`src/rtl/un_striping_sched.sv`:
```
// Two-lane un-striping scheduler: per-lane FIFOs merged in strict 0,1,0,1 order,
// with skew timeout, overflow detection and a delivered-word counter.

module un_striping_fifo #(
    parameter int DEPTH = 4,
    parameter int W     = 32
) (
    input  logic         clk_2f,
    input  logic         reset,
    input  logic         flush,
    input  logic         push,
    input  logic         pop,
    input  logic [W-1:0] din,
    output logic [W-1:0] dout,
    output logic         empty,
    output logic         full
);
    localparam int AW = $clog2(DEPTH);

    logic [W-1:0]  mem [DEPTH];
    logic [AW-1:0] wr_ptr, rd_ptr;
    logic [AW:0]   cnt;

    always_ff @(posedge clk_2f) begin
        if (push) mem[wr_ptr] <= din;
    end

    always_ff @(posedge clk_2f) begin
        if (reset || flush) begin
            wr_ptr <= '0;
            rd_ptr <= '0;
            cnt    <= '0;
        end else begin
            if (push) wr_ptr <= wr_ptr + AW'(1);
            if (pop)  rd_ptr <= rd_ptr + AW'(1);
            case ({push, pop})
                2'b10:   cnt <= cnt + (AW+1)'(1);
                2'b01:   cnt <= cnt - (AW+1)'(1);
                default: cnt <= cnt;
            endcase
        end
    end

    // Pop reads the head combinationally; a same-cycle push to a full FIFO
    // overwrites that slot only at the edge, after the head has been taken.
    assign dout  = mem[rd_ptr];
    assign empty = (cnt == '0);
    assign full  = (cnt == (AW+1)'(DEPTH));
endmodule

module un_striping_sched #(
    parameter int DEPTH   = 4,
    parameter int TIMEOUT = 8,
    parameter int CNT_W   = 16
) (
    input  logic             clk_2f,
    input  logic             reset,
    input  logic             valid_0,
    input  logic [31:0]      lane_0,
    input  logic             valid_1,
    input  logic [31:0]      lane_1,
    input  logic             out_ready,
    output logic             valid_out,
    output logic [31:0]      data_out,
    output logic             skew_err,
    output logic             ovf_err,
    output logic [CNT_W-1:0] word_count
);
    localparam int SW = $clog2(TIMEOUT + 1);

    typedef enum logic [1:0] {IDLE, EXP0, EXP1, ERR} state_t;

    state_t          state, state_nx;
    logic [SW-1:0]   stall, stall_nx;
    logic            flush, inc;
    logic [1:0]      lane_vld, push, pop, empty, full, ovf;
    logic [1:0][31:0] lane_din, lane_dout;

    assign lane_vld = {valid_1, valid_0};
    assign lane_din = {lane_1, lane_0};

    for (genvar k = 0; k < 2; k++) begin : g_lane
        // A full FIFO still accepts when it is popped in the same cycle.
        assign push[k] = lane_vld[k] && !flush && (!full[k] || pop[k]);
        assign ovf[k]  = lane_vld[k] && !flush && full[k] && !pop[k];

        un_striping_fifo #(.DEPTH(DEPTH), .W(32)) u_fifo (
            .clk_2f (clk_2f),
            .reset  (reset),
            .flush  (flush),
            .push   (push[k]),
            .pop    (pop[k]),
            .din    (lane_din[k]),
            .dout   (lane_dout[k]),
            .empty  (empty[k]),
            .full   (full[k])
        );
    end

    always_comb begin
        state_nx = state;
        stall_nx = stall;
        pop      = '0;
        flush    = 1'b0;
        inc      = 1'b0;
        case (state)
            IDLE, EXP0: if (out_ready) begin
                if (!empty[0]) begin
                    pop[0]   = 1'b1;
                    state_nx = EXP1;
                    stall_nx = '0;
                end else if (!empty[1]) begin
                    inc = 1'b1;
                end else begin
                    stall_nx = '0;
                    state_nx = IDLE;
                end
            end
            EXP1: if (out_ready) begin
                if (!empty[1]) begin
                    pop[1]   = 1'b1;
                    state_nx = EXP0;
                    stall_nx = '0;
                end else if (!empty[0]) begin
                    inc = 1'b1;
                end else begin
                    stall_nx = '0;
                end
            end
            ERR: begin
                flush    = 1'b1;
                stall_nx = '0;
                state_nx = IDLE;
            end
        endcase
        // Only the wrong lane waiting counts as skew; an empty pair is just idle.
        if (inc) begin
            stall_nx = stall + SW'(1);
            if (stall_nx == SW'(TIMEOUT)) state_nx = ERR;
        end
    end

    always_ff @(posedge clk_2f) begin
        if (reset) begin
            state      <= IDLE;
            stall      <= '0;
            valid_out  <= 1'b0;
            data_out   <= '0;
            skew_err   <= 1'b0;
            ovf_err    <= 1'b0;
            word_count <= '0;
        end else begin
            state <= state_nx;
            stall <= stall_nx;
            if (state == ERR) begin
                skew_err  <= 1'b1;
                valid_out <= 1'b0;
            end else if (out_ready) begin
                if (|pop) begin
                    valid_out  <= 1'b1;
                    data_out   <= pop[0] ? lane_dout[0] : lane_dout[1];
                    word_count <= word_count + CNT_W'(1);
                end else begin
                    valid_out <= 1'b0;
                end
            end
            if (|ovf) ovf_err <= 1'b1;
        end
    end
endmodule

```
`config.mk`:
```
export PLATFORM = sky130hd
export DESIGN_NAME = un_striping_sched
export DESIGN_NICKNAME = d
export VERILOG_FILES = /design/src/rtl/un_striping_sched.sv
export SDC_FILE = /design/constraint.sdc
export NUM_CORES = 1
export LEC_CHECK = 0
export CAP_MARGIN = 20
export CORE_MARGIN = 2
export CORE_UTILIZATION = 30
export CTS_BUF_LIST = sky130_fd_sc_hd__clkbuf_4 sky130_fd_sc_hd__clkbuf_8
export DETAILED_ROUTE_END_ITERATION = 12
export DONT_BUFFER_PORTS = 1
export PLACE_DENSITY = 0.44
export SETUP_SLACK_MARGIN = 0.15
export SLEW_MARGIN = 5
export SYNTH_ARGS = -nofsm -noshare
export SYNTH_HDL_FRONTEND = slang
export SYNTH_SLANG_ARGS = --single-unit
```
`constraint.sdc`:
```
create_clock -name clk_2f -period 7.2 [get_ports clk_2f]
set_input_delay 1.08 -clock clk_2f [delete_from_list [all_inputs] [get_ports clk_2f]]
set_output_delay 1.08 -clock clk_2f [all_outputs]
set_load 0.005 [all_outputs]
```
==> results_tabular.tex <==
\begin{tabular}{lr}
\hline
Metric & Value \\
\hline
\multicolumn{2}{l}{\textbf{Clock tree}} \\
CTS sink count & 331 \\
Post-cts repair resize count & 0 \\
Clock tree buffer depth & 3 \\
Buffer type at the clock tree root & sky130\_fd\_sc\_hd\_\_clkbuf\_8 \\
Worst-Skew Late Latency & 0.63 ns \\
Hold-fix buffers at CTS & 0 \\
Count of buffers added by post-CTS timing repair for setup & 0 \\
Number of levels the H-tree was split into & 2 \\
Clock slew seen by the registers of the worst setup and hold paths & 0.06 ns \\
Number of buffers created by CTS & 58 \\
TritonCTS clock tree & built \\
\multicolumn{2}{l}{\textbf{Critical path}} \\
Setup crit start kind & register \\
Largest delay contributor family on the critical path & buffers and inverters \\
Critical Setup Path Class & register to register \\
Top cell by count, worst path & sky130\_fd\_sc\_hd\_\_inv\_1 \\
Slowest stage cell, crit path & sky130\_fd\_sc\_hd\_\_buf\_4 \\
Number of buffers and inverters on the critical path & 3 \\
Signal arrival time at the worst endpoint & 3.39 ns \\
Crit path capture type & register \\
Data required, critical path & 7.73 ns \\
Largest stage delay on the critical path & 0.59 ns \\
Maximum fanout count along the critical path & 65 \\
CP Cell Sequence & or3\_4, nand2\_2, buf\_4, inv\_1, ha\_1, inv\_1, fa\_1, xor2\_1, or3\_1, a21oi\_1 \\
\multicolumn{2}{l}{\textbf{Synthesis}} \\
Cell type with the largest total area after synthesis & sky130\_fd\_sc\_hd\_\_edfxtp\_1 \\
Top area cells in the synthesized netlist & sky130\_fd\_sc\_hd\_\_edfxtp\_1, sky130\_fd\_sc\_hd\_\_dfxtp\_1, sky130\_fd\_sc\_hd\_\_mux4\_2, sky130\_fd\_sc\_hd\_\_mux2i\_1, sky130\_fd\_sc\_hd\_\_a211oi\_1 \\
Number of enable-type register cells in the synthesized netlist & 256 \\
Synth Flop Type & sky130\_fd\_sc\_hd\_\_edfxtp\_1 \\
Cell with the most instances after synthesis & sky130\_fd\_sc\_hd\_\_edfxtp\_1 \\
Syn Std Cell Area & 0.0129 mm² \\
Average footprint of a synthesized cell & 17.7 µm² \\
Share of synthesized flip-flops with an asynchronous set or reset & 0 \\
Portion of synthesized cell area occupied by the leading cell type & 0.595 \\
Number of nets produced by synthesis & 812 \\
Synth cell count leaders & sky130\_fd\_sc\_hd\_\_edfxtp\_1, sky130\_fd\_sc\_hd\_\_dfxtp\_1, sky130\_fd\_sc\_hd\_\_mux4\_2, sky130\_fd\_sc\_hd\_\_nor2\_1, sky130\_fd\_sc\_hd\_\_mux2i\_1 \\
Sequential element share of the synthesized area & 0.711 \\
Yosys cell types & 57 \\
Cells after synthesis & 729 \\
Number of warning messages in the yosys log & 0 \\
Flops \& latches, synth & 331 \\
\multicolumn{2}{l}{\textbf{Timing}} \\
Fmax & 0.350 GHz \\
Hold Fails Final Rpt & 0 \\
Post-layout minimum cycle time & 2.86 ns \\
Final worst-path cycle share & 0.397 \\
Unrepaired setup endpoints after global routing & false \\
Rel. slew slack & 0.310 \\
Post-route clock skew & 0.0275 ns \\
Max Transition Viols Final & 0 \\
Slew at the pin closest to its max-slew limit & 1.03 ns \\
Final setup violation count & 0 \\
Fin Setup TNS & 0 ns \\
\multicolumn{2}{l}{\textbf{Power}} \\
Net switching power & 0.00136 W \\
Flop pwr share & 0.505 \\
Leakage & 4.59 nW \\
Internal power & 0.00367 W \\
Clock Power Share & 0.342 \\
Power per cell area & 345 mW/mm² \\
Proportion of total power due to net switching & 0.270 \\
Overall Power & 0.00503 W \\
Combinational Power Share & 0.153 \\
Maximum ir drop on the vdd rail & 0.145 mV \\
\multicolumn{2}{l}{\textbf{Placement}} \\
Routability-driven placement congestion ratio & 0.720 \\
Port-buffer cells & 0 \\
Final HPWL from detailed placement & 17800 µm \\
Placed Cells incl. Taps & 1242 \\
\multicolumn{2}{l}{\textbf{Floorplanning}} \\
Row cnt & 76 \\
Initial core utilization & 0.302 \\
Die width & 212 µm \\
Placeable Area & 0.0428 mm² \\
Number of top-level pins & 120 \\
Total die area & 0.0448 mm² \\
Die height & 212 µm \\
\multicolumn{2}{l}{\textbf{GRT}} \\
Via count of the first global-routing pass & 6990 \\
Global-route usage over all layers & 0.132 \\
Pin count of the biggest net entering global routing & 66 \\
Global-route wire length before repair & 43000 µm \\
Antenna violations before repair & 0 \\
Total global routing overflow & 0 \\
\multicolumn{2}{l}{\textbf{Routing}} \\
DRC viols & 0 \\
Antenna Nets Post-Route & 0 \\
Final routed wire length divided by cell count & 21.6 µm \\
Total via count after detailed routing & 6444 \\
Total length of routed wires & 29200 µm \\
Initial DRT Pass Iterations & 5 \\
Number of vias per cell & 4.77 \\
Count of routing violations after the opening detailed-route iteration & 425 \\
\multicolumn{2}{l}{\textbf{Status}} \\
Outcome & complete, no violations \\
\multicolumn{2}{l}{\textbf{Cells and area}} \\
Fraction of final layout cells sized beyond drive strength 1 & 0.244 \\
Count of non-filler cells in the finished layout & 1350 \\
Post-layout net count & 839 \\
Synth-to-layout area growth & 12.9\% \\
\# diodes & 0 \\
\multicolumn{2}{l}{\textbf{Hold path}} \\
Path category of the worst min-delay check & register to register \\
\multicolumn{2}{l}{\textbf{Job}} \\
Max capacitance violation total & 0 \\
\hline
\end{tabular}
[per-layer routing]
layer	GRT usage	part of all wire	up-vias	wire [µm]
li1	-	-	2951	-
met1	0.146	0.39	3276	11200
met2	0.223	0.50	163	14500
met3	0.0541	0.088	54	2560
met4	0.0576	0.029	0	852
met5	0	0	-	0
[layout by cell type (no fill, tap or decap), types with 4 or more instances in the layout]
cell / n
sky130_fd_sc_hd__clkinv_2: 5
sky130_fd_sc_hd__nand3_1: 12
sky130_fd_sc_hd__nor2_1: 57
sky130_fd_sc_hd__ha_1: 12
sky130_fd_sc_hd__xnor2_1: 4
sky130_fd_sc_hd__clkinv_1: 7
sky130_fd_sc_hd__mux2i_1: 35
sky130_fd_sc_hd__dfxtp_1: 71
sky130_fd_sc_hd__a211oi_1: 32
sky130_fd_sc_hd__inv_1: 20
sky130_fd_sc_hd__nor2b_1: 5
sky130_fd_sc_hd__a21oi_1: 18
sky130_fd_sc_hd__edfxtp_1: 256
sky130_fd_sc_hd__nand2b_1: 4
sky130_fd_sc_hd__clkbuf_8: 64
sky130_fd_sc_hd__mux4_2: 64
sky130_fd_sc_hd__nand2_1: 11
sky130_fd_sc_hd__clkbuf_4: 29
sky130_fd_sc_hd__nand4_1: 4
sky130_fd_sc_hd__or4_1: 7
sky130_fd_sc_hd__and2_2: 8
sky130_fd_sc_hd__dfxtp_2: 4
sky130_fd_sc_hd__xor2_1: 8
sky130_fd_sc_hd__o31ai_1: 7
sky130_fd_sc_hd__or3_1: 5
[logic make-up after synthesis]
| group | synth area share |
|---|---|
| AND/OR/NAND/NOR | 0.0552 |
| AO/OA/AOI/OAI | 0.0431 |
| XOR/XNOR | 0.00813 |
| adder cells (fa/ha/maj) | 0.0147 |
| flip-flops | 0.711 |
| buffers and inverters | 0.0249 |
| multiplexers | 0.143 |
[state kept, by name (all words and copies together) (netlist names), named ones only]
signal,cells
g_lane.u_fifo.mem,256
state,2
data_out,32
valid_out,1
skew_err,1
stall,4
g_lane.u_fifo.wr_ptr,4
g_lane.u_fifo.cnt,6
ovf_err,1
word_count,16
g_lane.u_fifo.rd_ptr,4
[worst paths after layout]
path                                           to  slack (ns)                                  from  depth (start not counted)
max reg2reg  g_lane[0].u_fifo.cnt[2]$_SDFFE_PP0P_        4.34  g_lane[0].u_fifo.cnt[0]$_SDFFE_PP0P_                         10
max          g_lane[0].u_fifo.cnt[2]$_SDFFE_PP0P_        4.34  g_lane[0].u_fifo.cnt[0]$_SDFFE_PP0P_                         10
min reg2reg                valid_out$_SDFFE_PP0P_        0.50                valid_out$_SDFFE_PP0P_                          2
min                        valid_out$_SDFFE_PP0P_        0.50                valid_out$_SDFFE_PP0P_                          2
[power by group through the flow]
stage / registers [W] / logic, W / clock network [W]
floorplan: 0.00249 / 0.000646 / 0
global placement: 0.00257 / 0.000777 / 0
detailed placement: 0.00259 / 0.000792 / 0
CTS: 0.00255 / 0.000797 / 0.00178
global route: 0.00257 / 0.000859 / 0.00185
finish: 0.00254 / 0.000771 / 0.00172
[worst register-to-register path: cells and delay by family, from the launching register on]
family                   cells  cell delay [ns]
adder cells (fa/ha/maj)      2             0.45
AO/OA/AOI/OAI                1             0.14
AND/OR/NAND/NOR              3             0.81
flip-flops                   1             0.37
buffers and inverters        3             0.92
XOR/XNOR                     1             0.08
[through the flow]
stage,hold WS (ns),util,setup slack [ns],instance area (µm²)
final,0.505,0.341,4.34,14600
after global routing,0.468,0.341,4.18,14600
after CTS,0.456,0.341,4.33,14600
after detailed placement,0.495,0.313,3.78,13400
after global placement,0.489,0.313,3.86,13400
after floorplan,0.453,-,4.27,12900
[final cells by class]
class | instances | area (µm²)
multi-input cells | 342 | 3430
repair buffers | 3 | 22.5
inverters | 20 | 75.1
well taps | 546 | 683
flip-flops and latches | 331 | 9190
fillers | 4078 | 28200
clock buffers | 93 | 1100
clock inverters | 15 | 86.3
(Power assumes the default switching activity.)
==> edit: new RTL, same settings <==
Set the parameter `TIMEOUT` to 16 (it was 8).
--- a/src/rtl/un_striping_sched.sv
+++ b/src/rtl/un_striping_sched.sv
@@ -51,5 +51,5 @@
 module un_striping_sched #(
     parameter int DEPTH   = 4,
-    parameter int TIMEOUT = 8,
+    parameter int TIMEOUT = 16,
     parameter int CNT_W   = 16
 ) (
Check against the original RTL: no difference found for any inputs over 4 cycles, from zero or initial values and one cycle with reset high; that may be too few to reach the edited logic, so the function may still have changed.
==> edit against the unedited design <==
Clock skew grew 0.018 ns. Setup slack gained 0.20 ns. Combinational power shrank 3.1%. Synthesized area is essentially flat. Cell area grew 0.35%. Sequential cell count grew 1. Power shrank 3.8%. Wire length grew 0.79%. Sequential power shrank 4%. Critical path type unchanged.
==> edit: results (changes against the unedited design) <==
status: completed
grt met1 use: 0.154 (+0.00792)
Placed Area: 13500 um2 (+0.91%)
GRT Util Overall: 0.135 (+0.00280)
synthesized instance count: 781 (+7.1%)
vias in the first global route: 6931 (-0.84%)
GP Congestion: 0.741 (+2.9%)
top cells by area, synth: edfxtp_1 (59%), dfxtp_1 (12%), mux4_2 (11%)
Commonest cells post-synth: edfxtp_1 (256), dfxtp_1 (76), mux4_2 (64), nor2_1 (62), nand2_1 (47)
Final Critical Period: 2.66 ns (-0.200 ns)
Cell Count, Final, Fillers Out: 1401 (+3.8%)
maximum VDD drop: 0.000151 V (+3.8%)
synth unique cells: 53 (-7.0%)
WP data arrival: 3.19 ns (-0.20 ns)
Worst-Skew Late Latency: 0.65 ns (+0.02 ns)
Clock Skew: 0.0457 ns (+0.0182 ns)
Synth Net Count: 863 (+6.3%)
M2 GR Usage: 0.216 (-0.00692)
first drt pass iteration count: 4 (-1)
final net count: 891 (+6.2%)
Setup WS pre-CTS: 3.92 ns (+0.139 ns)
Worst slew margin: 0.413 (+0.103)
first-pass GRT wire length: 44.1 mm (+2.5%)
placed cell count: 1297 (+4.4%)
share of cells above drive strength 1: 0.215 (-0.0286)
Leakage Power: 0.00464 uW (+1.1%)
HPWL Detailed: 18.1 mm (+2.0%)
drt wl/cell: 21.0 um (-2.9%)
==> edit: worst paths after layout <==
check / from / to / slack [ns] / depth (start not counted)
max: g_lane[0].u_fifo.cnt[2] / g_lane[0].u_fifo.cnt[2] / 4.54 / 10
max reg2reg: g_lane[0].u_fifo.cnt[2] / g_lane[0].u_fifo.cnt[2] / 4.54 / 10
min: valid_out / valid_out / 0.49 / 2
min reg2reg: valid_out / valid_out / 0.49 / 2
==> edit: worst max-delay path, cell delays in order, from the launching register on <==
cell and delay, ns:
dfxtp_1 0.36, or3_4 0.46, nand2_2 0.08, buf_4 0.50, inv_1 0.17, ha_1 0.26, inv_1 0.07, fa_1 0.17
xor2_1 0.07, or3_1 0.30, a21oi_1 0.13
==> edit: metrics by stage <==
step,hold slack (ns),utilization
2_1_floorplan,0.462,-
3_3_place_gp,0.480,0.316
3_5_place_dp,0.488,0.316
4_1_cts,0.427,0.342
5_1_grt,0.450,0.342
6_report,0.493,0.342
==> edit: cell type report <==
type / count / area (um2)
Fill cell: 4139 / 28200
Sequential cell: 332 / 9210
Multi-Input combinational cell: 389 / 3460
Clock buffer: 85 / 1010
Tap cell: 546 / 683
Timing Repair Buffer: 15 / 113
Clock inverter: 19 / 101
Inverter: 15 / 56.3
==> edit: kinds of logic after synthesis <==
| group | synth area share |
|---|---|
| AND/OR/NAND/NOR | 0.0801 |
| adder cells (fa/ha/maj) | 0.0137 |
| AO/OA/AOI/OAI | 0.0451 |
| buffers and inverters | 0.0209 |
| multiplexers | 0.122 |
| flip-flops | 0.712 |
| XOR/XNOR | 0.00609 |
==> edit: power by group <==
group | internal, uW | switching [uW]
Clock | 902 | 756
Combinational | 307 | 440
Sequential | 2280 | 154
Total | 3490 | 1350
==> edit: routing by layer <==
| layer | vias to the layer above | share of wire |
|---|---|---|
| li1 | 3123 | - |
| met1 | 3340 | 0.39 |
| met2 | 172 | 0.48 |
| met3 | 52 | 0.11 |
| met4 | 0 | 0.022 |
| met5 | - | 0 |
